<file path="src/rtl/clock_counter_if.sv">
// ----------------------------------------------------------------------------
// clock_counter_if
// Strobe / field bundle between the clock control FSM and the time-of-day
// counter.
//
//   Strobes (FSM -> counter):
//     i_ms_up, i_ms_down       ms advance / synchronous clear (level)
//     i_sec_up, i_sec_down     second increment / decrement
//     i_min_up, i_min_down     minute increment / decrement
//     i_hr_up,  i_hr_down      hour increment / decrement
//   Fields and carries (counter -> FSM / display):
//     o_ms, o_sec, o_min, o_hr registered field values
//     o_ms_carryup, o_sec_carryup, o_min_carryup  combinational wrap-up flags
//
//   modport master : the strobe source (clock control FSM / testbench)
//   modport slave  : the counter itself
// ----------------------------------------------------------------------------
interface clock_counter_if #(
    parameter int unsigned MS_W = 10
);
    localparam int unsigned SEC_W = 6;
    localparam int unsigned MIN_W = 6;
    localparam int unsigned HR_W  = 5;

    // Strobes
    logic              i_ms_up;
    logic              i_ms_down;
    logic              i_sec_up;
    logic              i_sec_down;
    logic              i_min_up;
    logic              i_min_down;
    logic              i_hr_up;
    logic              i_hr_down;

    // Field values
    logic [MS_W-1:0]   o_ms;
    logic [SEC_W-1:0]  o_sec;
    logic [MIN_W-1:0]  o_min;
    logic [HR_W-1:0]   o_hr;

    // Carry-up flags, valid in the same cycle as the causing strobe
    logic              o_ms_carryup;
    logic              o_sec_carryup;
    logic              o_min_carryup;

    modport master (
        output i_ms_up, i_ms_down,
        output i_sec_up, i_sec_down,
        output i_min_up, i_min_down,
        output i_hr_up, i_hr_down,
        input  o_ms, o_sec, o_min, o_hr,
        input  o_ms_carryup, o_sec_carryup, o_min_carryup
    );

    modport slave (
        input  i_ms_up, i_ms_down,
        input  i_sec_up, i_sec_down,
        input  i_min_up, i_min_down,
        input  i_hr_up, i_hr_down,
        output o_ms, o_sec, o_min, o_hr,
        output o_ms_carryup, o_sec_carryup, o_min_carryup
    );

endinterface : clock_counter_if

</file>
<file path="src/rtl/clock_counter.sv">
// ----------------------------------------------------------------------------
// clock_counter
// Time-of-day counter (ms / second / minute / hour) for the refined clock.
// Each field is an independent binary register stepped by its own up/down
// strobe pair from the clock control FSM. The block has no mode knowledge:
// carry-up flags are returned combinationally and the FSM chains them into
// the next field's up strobe, so a full 23:59:59.999 -> 00:00:00.000
// rollover lands on a single edge. Decrement wraps never borrow.
//
// Ports:
//   i_clk   system clock, rising edge
//   i_rstn  asynchronous active-low reset, clears every field
//   bus     clock_counter_if.slave (strobes in, fields and carries out)
//
// Parameters:
//   MS_MAX  terminal ms value (ms wraps MS_MAX -> 0)
//   MS_W    ms field width, 2**MS_W > MS_MAX
//   HR_MAX  terminal hour value
// ----------------------------------------------------------------------------
module clock_counter #(
    parameter int unsigned MS_MAX = 999,
    parameter int unsigned MS_W   = 10,
    parameter int unsigned HR_MAX = 23
) (
    input  logic            i_clk,
    input  logic            i_rstn,
    clock_counter_if.slave  bus
);

    localparam int unsigned SEC_W  = 6;
    localparam int unsigned MIN_W  = 6;
    localparam int unsigned HR_W   = 5;
    localparam int unsigned SM_MAX = 59;

    localparam logic [MS_W-1:0]  MS_TOP  = MS_W'(MS_MAX);
    localparam logic [SEC_W-1:0] SEC_TOP = SEC_W'(SM_MAX);
    localparam logic [MIN_W-1:0] MIN_TOP = MIN_W'(SM_MAX);
    localparam logic [HR_W-1:0]  HR_TOP  = HR_W'(HR_MAX);

    // ------------------------------------------------------------------------
    // Field registers
    // ------------------------------------------------------------------------
    logic [MS_W-1:0]  ms_q,  ms_d;
    logic [SEC_W-1:0] sec_q, sec_d;
    logic [MIN_W-1:0] min_q, min_d;
    logic [HR_W-1:0]  hr_q,  hr_d;

    // Qualified step requests; conflicting up+down collapses to hold
    // (or to clear for the ms field, where down dominates).
    logic ms_inc;
    logic ms_clr;
    logic sec_inc, sec_dec;
    logic min_inc, min_dec;
    logic hr_inc,  hr_dec;

    // ------------------------------------------------------------------------
    // Field step helpers. Out-of-range values (unreachable from reset) are
    // treated as the terminal value so the field always recovers in range.
    // ------------------------------------------------------------------------
    function automatic logic [SEC_W-1:0] step_sec(
        input logic [SEC_W-1:0] val,
        input logic             inc,
        input logic             dec
    );
        logic [SEC_W-1:0] nxt;
        nxt = val;
        if (inc) begin
            nxt = (val >= SEC_TOP) ? '0 : val + SEC_W'(1);
        end else if (dec) begin
            nxt = (val == '0 || val > SEC_TOP) ? SEC_TOP : val - SEC_W'(1);
        end
        return nxt;
    endfunction

    function automatic logic [MIN_W-1:0] step_min(
        input logic [MIN_W-1:0] val,
        input logic             inc,
        input logic             dec
    );
        logic [MIN_W-1:0] nxt;
        nxt = val;
        if (inc) begin
            nxt = (val >= MIN_TOP) ? '0 : val + MIN_W'(1);
        end else if (dec) begin
            nxt = (val == '0 || val > MIN_TOP) ? MIN_TOP : val - MIN_W'(1);
        end
        return nxt;
    endfunction

    function automatic logic [HR_W-1:0] step_hr(
        input logic [HR_W-1:0] val,
        input logic            inc,
        input logic            dec
    );
        logic [HR_W-1:0] nxt;
        nxt = val;
        if (inc) begin
            nxt = (val >= HR_TOP) ? '0 : val + HR_W'(1);
        end else if (dec) begin
            nxt = (val == '0 || val > HR_TOP) ? HR_TOP : val - HR_W'(1);
        end
        return nxt;
    endfunction

    // ------------------------------------------------------------------------
    // Strobe qualification
    // ------------------------------------------------------------------------
    always_comb begin
        ms_clr  = bus.i_ms_down;
        ms_inc  = bus.i_ms_up & ~bus.i_ms_down;
        sec_inc = bus.i_sec_up & ~bus.i_sec_down;
        sec_dec = bus.i_sec_down & ~bus.i_sec_up;
        min_inc = bus.i_min_up & ~bus.i_min_down;
        min_dec = bus.i_min_down & ~bus.i_min_up;
        hr_inc  = bus.i_hr_up & ~bus.i_hr_down;
        hr_dec  = bus.i_hr_down & ~bus.i_hr_up;
    end

    // ------------------------------------------------------------------------
    // Next-state for all fields
    // ------------------------------------------------------------------------
    always_comb begin
        ms_d  = ms_q;
        sec_d = sec_q;
        min_d = min_q;
        hr_d  = hr_q;

        // ms: clear dominates; no decrement, only advance with wrap
        if (ms_clr) begin
            ms_d = '0;
        end else if (ms_inc) begin
            ms_d = (ms_q >= MS_TOP) ? '0 : ms_q + MS_W'(1);
        end

        sec_d = step_sec(sec_q, sec_inc, sec_dec);
        min_d = step_min(min_q, min_inc, min_dec);
        hr_d  = step_hr(hr_q, hr_inc, hr_dec);
    end

    // ------------------------------------------------------------------------
    // Field register bank
    // ------------------------------------------------------------------------
    always_ff @(posedge i_clk or negedge i_rstn) begin
        if (!i_rstn) begin
            ms_q  <= '0;
            sec_q <= '0;
            min_q <= '0;
            hr_q  <= '0;
        end else begin
            ms_q  <= ms_d;
            sec_q <= sec_d;
            min_q <= min_d;
            hr_q  <= hr_d;
        end
    end

    // ------------------------------------------------------------------------
    // Outputs: fields straight from registers, carries combinational so the
    // upstream chain resolves within one cycle. Carry uses an exact terminal
    // compare; it only depends on this field's own strobes, keeping the
    // upstream ms -> sec -> min -> hr chain acyclic.
    // ------------------------------------------------------------------------
    assign bus.o_ms  = ms_q;
    assign bus.o_sec = sec_q;
    assign bus.o_min = min_q;
    assign bus.o_hr  = hr_q;

    assign bus.o_ms_carryup  = ms_inc  & (ms_q  == MS_TOP);
    assign bus.o_sec_carryup = sec_inc & (sec_q == SEC_TOP);
    assign bus.o_min_carryup = min_inc & (min_q == MIN_TOP);

endmodule : clock_counter

</file>
<file path="src/flat_wrapper.sv">
// flat-port wrapper written by rule: the top's interface ports become plain ports
module clock_counter_flat 
#(
    parameter int unsigned MS_MAX = 999,
    parameter int unsigned MS_W   = 10,
    parameter int unsigned HR_MAX = 23
)
  (i_clk, i_rstn, bus_i_ms_up, bus_i_ms_down, bus_i_sec_up, bus_i_sec_down, bus_i_min_up, bus_i_min_down, bus_i_hr_up, bus_i_hr_down, bus_o_ms, bus_o_sec, bus_o_min, bus_o_hr, bus_o_ms_carryup, bus_o_sec_carryup, bus_o_min_carryup);
  clock_counter_if #(.MS_W(MS_W)) bus_i ();
  input  logic i_clk;
  input  logic i_rstn;
  input wire logic [$bits(bus_i.i_ms_up)-1:0] bus_i_ms_up;
  input wire logic [$bits(bus_i.i_ms_down)-1:0] bus_i_ms_down;
  input wire logic [$bits(bus_i.i_sec_up)-1:0] bus_i_sec_up;
  input wire logic [$bits(bus_i.i_sec_down)-1:0] bus_i_sec_down;
  input wire logic [$bits(bus_i.i_min_up)-1:0] bus_i_min_up;
  input wire logic [$bits(bus_i.i_min_down)-1:0] bus_i_min_down;
  input wire logic [$bits(bus_i.i_hr_up)-1:0] bus_i_hr_up;
  input wire logic [$bits(bus_i.i_hr_down)-1:0] bus_i_hr_down;
  output wire logic [$bits(bus_i.o_ms)-1:0] bus_o_ms;
  output wire logic [$bits(bus_i.o_sec)-1:0] bus_o_sec;
  output wire logic [$bits(bus_i.o_min)-1:0] bus_o_min;
  output wire logic [$bits(bus_i.o_hr)-1:0] bus_o_hr;
  output wire logic [$bits(bus_i.o_ms_carryup)-1:0] bus_o_ms_carryup;
  output wire logic [$bits(bus_i.o_sec_carryup)-1:0] bus_o_sec_carryup;
  output wire logic [$bits(bus_i.o_min_carryup)-1:0] bus_o_min_carryup;
  assign bus_i.i_ms_up = bus_i_ms_up;
  assign bus_i.i_ms_down = bus_i_ms_down;
  assign bus_i.i_sec_up = bus_i_sec_up;
  assign bus_i.i_sec_down = bus_i_sec_down;
  assign bus_i.i_min_up = bus_i_min_up;
  assign bus_i.i_min_down = bus_i_min_down;
  assign bus_i.i_hr_up = bus_i_hr_up;
  assign bus_i.i_hr_down = bus_i_hr_down;
  assign bus_o_ms = bus_i.o_ms;
  assign bus_o_sec = bus_i.o_sec;
  assign bus_o_min = bus_i.o_min;
  assign bus_o_hr = bus_i.o_hr;
  assign bus_o_ms_carryup = bus_i.o_ms_carryup;
  assign bus_o_sec_carryup = bus_i.o_sec_carryup;
  assign bus_o_min_carryup = bus_i.o_min_carryup;
  clock_counter #(.MS_MAX(MS_MAX), .MS_W(MS_W), .HR_MAX(HR_MAX)) u_core (.i_clk(i_clk), .i_rstn(i_rstn), .bus(bus_i));
endmodule
</file>
<file path="config.mk">
export PLATFORM = sky130hd
export DESIGN_NAME = clock_counter_flat
export DESIGN_NICKNAME = d
export VERILOG_FILES = /design/src/rtl/clock_counter_if.sv /design/src/rtl/clock_counter.sv /design/src/flat_wrapper.sv
export SDC_FILE = /design/constraint.sdc
export NUM_CORES = 1
export LEC_CHECK = 0
export ABC_AREA = 1
export BUFFER_PORTS_ARGS = -buffer_cell sky130_fd_sc_hd__buf_4
export CAP_MARGIN = 0
export CELL_PAD_IN_SITES_DETAIL_PLACEMENT = 0
export CELL_PAD_IN_SITES_GLOBAL_PLACEMENT = 2
export CORE_MARGIN = 8
export CORE_UTILIZATION = 31
export DETAILED_ROUTE_END_ITERATION = 12
export GPL_TIMING_DRIVEN = 0
export MAX_ROUTING_LAYER = met4
export PLACE_DENSITY_LB_ADDON = 0.08
export SLEW_MARGIN = 20
export SYNTH_ARGS = -nofsm -noshare
export SYNTH_HDL_FRONTEND = slang
export SYNTH_SLANG_ARGS = --single-unit
</file>
<file path="constraint.sdc">
create_clock -name i_clk -period 1.65 [get_ports i_clk]
set_input_delay 0.33 -clock i_clk [delete_from_list [all_inputs] [get_ports i_clk]]
set_output_delay 0.33 -clock i_clk [all_outputs]
set_load 0.01 [all_outputs]
</file>
Word level (Yosys, flattened, before mapping):

Index checks and enable logic that the tools add are counted.

* register bits after elaboration: 27
* input bits: 10
* output and inout port bits: 30
* word-level logic and storage cells: 63

* $add $sub $neg: 7
* order comparisons: 7
* eq/ne operators: 3
* mux-type cells: 15
* bitwise gates (word level): 17
* reductions and logical operators: 10

Operator list (count)
* $mux 6: 8
* $mux 10: 3
* $mux 5: 4
* $add 6x1->6 const B: 2
* $eq 6x6->1 const B: 2
* $ge 6x6->1 const B: 2
* $gt 6x6->1 const B: 2
* $logic_not 6->1: 2
* $sub 6x1->6 const B: 2
* $add 10x1->10 const B: 1
* $and 1x1->1: 10
* $eq 10x10->1 const B: 1
* $ge 10x10->1 const B: 1
* $reduce_bool 2->1: 4
* $not 1->1: 7
* $add 5x1->5 const B: 1
* $ge 5x5->1 const B: 1
* $gt 5x5->1 const B: 1
* $logic_not 5->1: 1
* $sub 5x1->5 const B: 1
* $logic_or 1x1->1: 3

Depth between registers and ports, before layout:

Gate-level depths: netlist (run 1).

* word-level depth: 5
* mapped depth: 10
* mapped depth without buffers: 10

Worst setup path after synthesis (run 1):

No wires, ideal clock.

* path kind: register to output
* start point: register u_core.ms_q[0], in the netlist u_core.bus.o_ms[0]
* end point: output bus_o_ms_carryup
* arrival: 1.253 ns
* required time: 1.320 ns
* setup slack: 0.067 ns
* stages on the path, launching flop included: 7
* path buffers: 0
* cell sequence: dfrtp_1 > ha_1 > nand2_2 > inv_1 > nand2_1 > nor3_2 > and2_1

* word-level cells in the longest chain between the ends: 2

RTL lines
* start, declared: RTL line clock_counter.sv:43 `logic [MS_W-1:0] ms_q, ms_d;`
* start signal, assigned: RTL line clock_counter.sv:150 `ms_q <= ms_d;`
* $eq 10x10->1: RTL line clock_counter.sv:168 `assign bus.o_ms_carryup = ms_inc & (ms_q == MS_TOP);`
* $and 1x1->1: RTL line clock_counter.sv:168
* end, declared: RTL line flat_wrapper.sv:24 `output wire logic [$bits(bus_i.o_ms_carryup)-1:0] bus_o_ms_carryup;`

Every way passes these cells.

Worst setup path after layout (run 1):

* start point: register u_core.ms_q[4], in the netlist u_core.bus.o_ms[4]
* end point: output bus_o_ms_carryup

The elaborated chain is that of the path after synthesis.

==> results of run 1 <==
[power by group through the flow]
stage / combinational, W / clock (W) / sequential, W
after floorplan: 0.00157 / 0 / 0.00118
after detailed placement: 0.00233 / 0 / 0.00115
final: 0.00270 / 0.000406 / 0.00113
after CTS: 0.00244 / 0.000437 / 0.00112
after global placement: 0.00235 / 0 / 0.00115
after global routing: 0.00306 / 0.000451 / 0.00117
[cells in the mapped netlist (4+ instances only)]
cell type	n
nand2_1	83
nor2_1	39
inv_1	38
dfrtp_1	27
nand3_1	24
o21ai_0	14
ha_1	12
xor2_1	9
nand4_1	8
o21ai_1	8
a21oi_1	7
o21ai_2	6
buf_6	4
inv_2	4
nor2_2	4
xnor2_1	4
[metrics by stage]
step | area [um2] | setup TNS, ps
final | 2980 | -108
after global routing | 2980 | -254
after CTS | 2820 | -116
after detailed placement | 2640 | -172
after global placement | 2640 | -230
after floorplan | 2230 | 0
[layout by cell type (no fill, tap or decap), types with 2 or more instances in the layout]
cell	count
o21ai_0	14
xnor2_1	4
buf_6	9
inv_1	33
xor2_1	9
ha_1	7
inv_2	8
a21oi_1	7
nand2_1	79
o211ai_2	2
nor2_4	3
nor2_1	38
dfrtp_1	22
clkbuf_8	3
nor2_2	5
o21ai_2	6
nand4_1	8
o22ai_1	2
nor3_2	2
buf_4	60
nand2_2	6
o21ai_1	8
ha_4	2
nand3_2	3
nand3_1	23
clkinvlp_4	2
ha_2	3
dfrtp_2	5
[cell type report]
type	instances	area, um2
Timing Repair Buffer	62	475
Buffer	11	100
Clock buffer	3	41.3
Sequential cell	27	682
Fill cell	779	4120
Clock inverter	1	7.51
Multi-Input combinational cell	241	1390
Inverter	42	161
Tap cell	99	124
[state kept, by name, indices dropped and copies added (netlist names)]
name,flops
u_core.bus.o_hr,5
u_core.bus.o_ms,10
u_core.bus.o_min,6
u_core.bus.o_sec,6
[metal layers]
metal	GRT usage	part of all wire	vias to the layer above
met5	-	0	-
met4	0.0279	0.0058	0
met3	0.0180	0.024	2
met2	0.199	0.49	24
met1	0.155	0.48	980
li1	-	-	1158
[worst paths after layout]
kind,from,end,slack [ps],depth (start not counted)
worst max register to register,u_core.bus.o_min[0],u_core.bus.o_min[4],140,10
worst min register to register,u_core.bus.o_hr[0],u_core.bus.o_hr[0],590,2
worst min-delay path,bus_i_ms_down,u_core.bus.o_ms[2],370,4
worst max-delay path,u_core.bus.o_ms[4],bus_o_ms_carryup,-110,6
min in group asynchronous,i_rstn,u_core.bus.o_sec[1],500,2
max in group asynchronous,i_rstn,u_core.bus.o_min[5],830,2
[repair_timing]
item,in CTS,in global routing
hold endpoints to repair,27,0
buffers inserted,10,12
pin swaps,3,0
hold buffers,1,0
setup endpoints to repair,3,9
resized for setup,16,18
[cells by family after synthesis]
kind of cell	Yosys count
flops	27
buf+inv	53
xor+xnor	13
compound gates	42
simple gates	174
fa+ha+maj	12
[worst max-delay path, stage by stage, from the launching register on]
cell	delay, ps
dfrtp_1	400
buf_4	170
nor2_1	120
nand2_2	80
nor3_4	130
and2_4	170
buf_6	90
==> metrics.txt, run 1 <==
Die X approximately 100 um; Synth Register Bits 27; Main synth FF type dfrtp_1; Setup-failing EPs final 1; Nets a little over 400; WHS roughly 370 ps; Clock Latency Late Sink 280 ps; switching share of power 0.457; Clock Skew between 7 and 8 ps; internal power 0.00230 W; RSZ-0062 raised after global routing yes; CTS Buf Count 3; Root Driver clkbuf_8; CP arrival approximately 1400 ps; Seq pwr share 0.267; core area between 7000 and 8000 um2; final hold vios 0; max capacitance violation total 0; Sw Pwr roughly 0.0019 W; Post-Synthesis Cells 321; Antenna Cells 0; Startpoint Class flip-flop; die height 101 um; DP HPWL 4.33 mm; via/cell ratio about 4.5; P_leak 1.49 nW; DR iter-0 viols 33; Critical Path Fanout Max 8; PwrDens 1430 nW/um2; worst hold path class in -> reg; H-tree level count 1; Synth area leaders dfrtp_1 (30%), nand2_1 (14%), ha_1 (6.7%); Simple-Gate Fraction of Synth Area 0.353; number of flops mapped to enable cells by yosys 0; Worst-path clk slew 110 ps; pre-CTS setup slack -88.4 ps; residual DRC count 0; Area Growth Syn to Fin 33.7%; CTS sink cnt 27; xor/xnor cell area share of the yosys netlist 0.0512; initial antenna violation count 0; Final Non-Filler Cells 486; DIE AREA 10100 um2; sequential element share of the synthesized area 0.304; post-route worst setup slack -108 ps; Post-Syn Nets about 340; Worst-Margin Slew between 500 and 600 ps; Async S/R FF share, synth 1.00; Initial Utilization 0.314; Post-Synth Adder-Cell Area 0.0675; post-layout minimum cycle time between 1500 and 2000 ps; Yosys Warn Count 0; routed wire length between 5 and 6 mm; failing checks negative setup slack; largest net degree at the start of global routing 28; maximum clock frequency about 0.57 GHz; top cell type's share of synthesized area 0.304; layout cells sized above 1 0.323; Crit Path Category reg -> out; status finished with violations; grt ovf 0; Comb pwr share 0.637; first-pass GRT wire length approximately 9.8 mm; CTS tree done; Peak VDD IR approximately 0.49 mV; io pins 40; Slew HR 0.615; global placer's final weighted congestion between 0.7 and 0.8; clock tree buffer depth 2; Synth cell types 34; mux share of post-synthesis cell area 0; main combinational cell family by area after synthesis simple AND/OR/NAND/NOR gates; total power approximately 0.0042 W; Worst EP required roughly 1300 ps; CP Capture Type primary output; largest area contributor in the netlist dfrtp_1; post-route ant nets 0; # port buffers 39; fin crit share 1.07; Pre-antenna DRT Iters 4; vias 2164; Slew Limit Fails 0; overall routing resource usage 0.122; average wire per standard cell ~12 um; vias in the first global route 2080; Clk pwr share 0.096; mapped cell area 2230 um2; fin util 0.419; Compound-Gate Fraction of Synth Area 0.115; mean area per synthesized cell 6.93 um2; # rows 31; Cells after DPL about 460
(Power assumes the default switching activity.)
==> inputs of run 2 (changes only) <==
- CORE_UTILIZATION: 31 -> 33
- PLACE_DENSITY_LB_ADDON: 0.08 -> 0.1
- clock period: 1.65 -> 2.2 ns (I/O delays scaled with it)
==> run 2 against run 1 <==
Compared with the run above: the run now ends clean; final cell count fell by 8.4%; first-iteration DRC count up 21%; critical path depth is 1 higher; die area is 5.1% lower; combinational power shrank 36%; via count down 3.2%; non-clock buffer count down 22; critical path type unchanged; largest power group unchanged; highest routed layer unchanged.
==> metrics.txt, run 2 (same netlist as run 1, synthesis figures left out) <==
overall routing resource usage 0.119; DIE AREA 9630 um2; setup TNS after final layout 0 ps; DP HPWL ~4.2 mm; core area around 6600 um2; vias in the first global route roughly 2000; pre-CTS setup slack approximately 260 ps; Worst-Margin Slew 560 ps; worst hold path class in -> async; die height 98.1 um; Finished Cell Area approximately 2700 um2; maximum clock frequency a little under 0.5 GHz; largest net degree at the start of global routing 28; Peak VDD IR around 0.5 mV; most frequent cells in the layout nand2_1 (83), buf_4 (43), nor2_1 (39), inv_1 (38), dfrtp_1 (27); CTS tree done; final hold vios 0; Root Driver clkbuf_8; Seq pwr share 0.293; Post-CTS Hold Fix Bufs 0; Antenna Cells 0; internal power 0.00152 W; Clock Latency Late Sink between 200 and 300 ps; grt ovf 0; Nets 388; # port buffers 39; Critical Path Fanout Max 4; Slew HR 0.626; Area Growth Syn to Fin 20.5%; Pre-antenna DRT Iters 4; CTS Buf Count 3; residual DRC count 0; CP Capture Type primary output; RSZ-0062 raised after global routing no; Setup-failing EPs final 0; initial antenna violation count 0; layout cells sized above 1 0.222; area post-placement 2620 um2; first-pass GRT wire length 9.43 mm; P_leak between 1 and 1.5 nW; Final Non-Filler Cells around 450; max capacitance violation total 0; max reg flops 10; Sw Pwr roughly 0.0014 W; Clk pwr share 0.106; Die X between 90 and 100 um; Clock Skew roughly 3.6 ps; routed wire length 5.45 mm; # rows 30; PwrDens 1070 nW/um2; CTS sink cnt 27; Worst-path clk slew 110 ps; clock tree buffer depth 2; io pins 40; vias roughly 2100; Initial Utilization 0.335; average wire per standard cell between 10 and 15 um; global placer's final weighted congestion about 0.77; Slew Limit Fails 0; Comb pwr share 0.601; fin crit share 0.938; CP arrival about 1600 ps; switching share of power 0.473; fill count ~720; H-tree level count 1; Worst EP required between 1500 and 2000 ps; post-route ant nets 0; post-layout minimum cycle time slightly above 2000 ps; DR iter-0 viols 40; leading cell type in the layout, fill and taps excluded nand2_1; Crit Path Category reg -> out; WHS between 60 and 70 ps; Startpoint Class flip-flop; post-route worst setup slack between 100 and 150 ps; Cells after DPL 440; status completed; flop-to-flop setup slack about 700 ps; via/cell ratio roughly 4.7
run 2: critical path, stage by stage (launching register included):
cell     delay, ps
dfrtp_1        410
ha_1           200
nand2_2         80
inv_1           80
nand2_1         80
nor3_4         210
and2_1         160
buf_4          120
run 2: what timing repair did:
action,4_1_cts,5_1_grt
gates resized for setup,0,1
setup buffers,0,1
setup endpoints to repair,0,1
run 2: power groups by stage:
stage / sequential (W) / clock (W) / combinational (W)
after CTS: 0.000844 / 0.000330 / 0.00175
after floorplan: 0.000885 / 0 / 0.00118
after global routing: 0.000866 / 0.000342 / 0.00197
final: 0.000842 / 0.000306 / 0.00173
after detailed placement: 0.000852 / 0 / 0.00174
after global placement: 0.000860 / 0 / 0.00176
run 2: layer usage:
metal / vias to the layer above / track usage / wire length (um)
li1: 1111 / - / -
met1: 948 / 0.145 / 2680
met2: 31 / 0.195 / 2570
met3: 4 / 0.0185 / 151
met4: 0 / 0.0390 / 51
met5: - / - / 0
run 2: path summary, 6_finish.rpt:
check	from	end	depth (start not counted)
worst min register to register	u_core.bus.o_ms[1]	u_core.bus.o_ms[1]	2
worst max-delay path	u_core.bus.o_ms[0]	bus_o_ms_carryup	7
min in group i_clk	bus_i_ms_down	u_core.bus.o_ms[2]	4
worst max register to register	u_core.bus.o_sec[1]	u_core.bus.o_sec[3]	6
max in group asynchronous	i_rstn	u_core.bus.o_min[5]	1
worst min-delay path	i_rstn	u_core.bus.o_ms[7]	1
run 2: layout make-up:
type	instances	area, um2	area share
Inverter	42	158	0.0588
Sequential cell	27	676	0.252
Timing Repair Buffer	40	300	0.112
Clock inverter	1	7.51	0.00280
Multi-Input combinational cell	241	1310	0.490
Clock buffer	3	41.3	0.0154
Tap cell	80	100	0.0373
Buffer	11	86.3	0.0322
run 2: metrics by stage:
stage | total power [W] | utilization
2_1_floorplan | 0.00206 | -
3_3_place_gp | 0.00262 | 0.394
3_5_place_dp | 0.00259 | 0.394
4_1_cts | 0.00292 | 0.402
5_1_grt | 0.00318 | 0.404
6_report | 0.00288 | 0.404
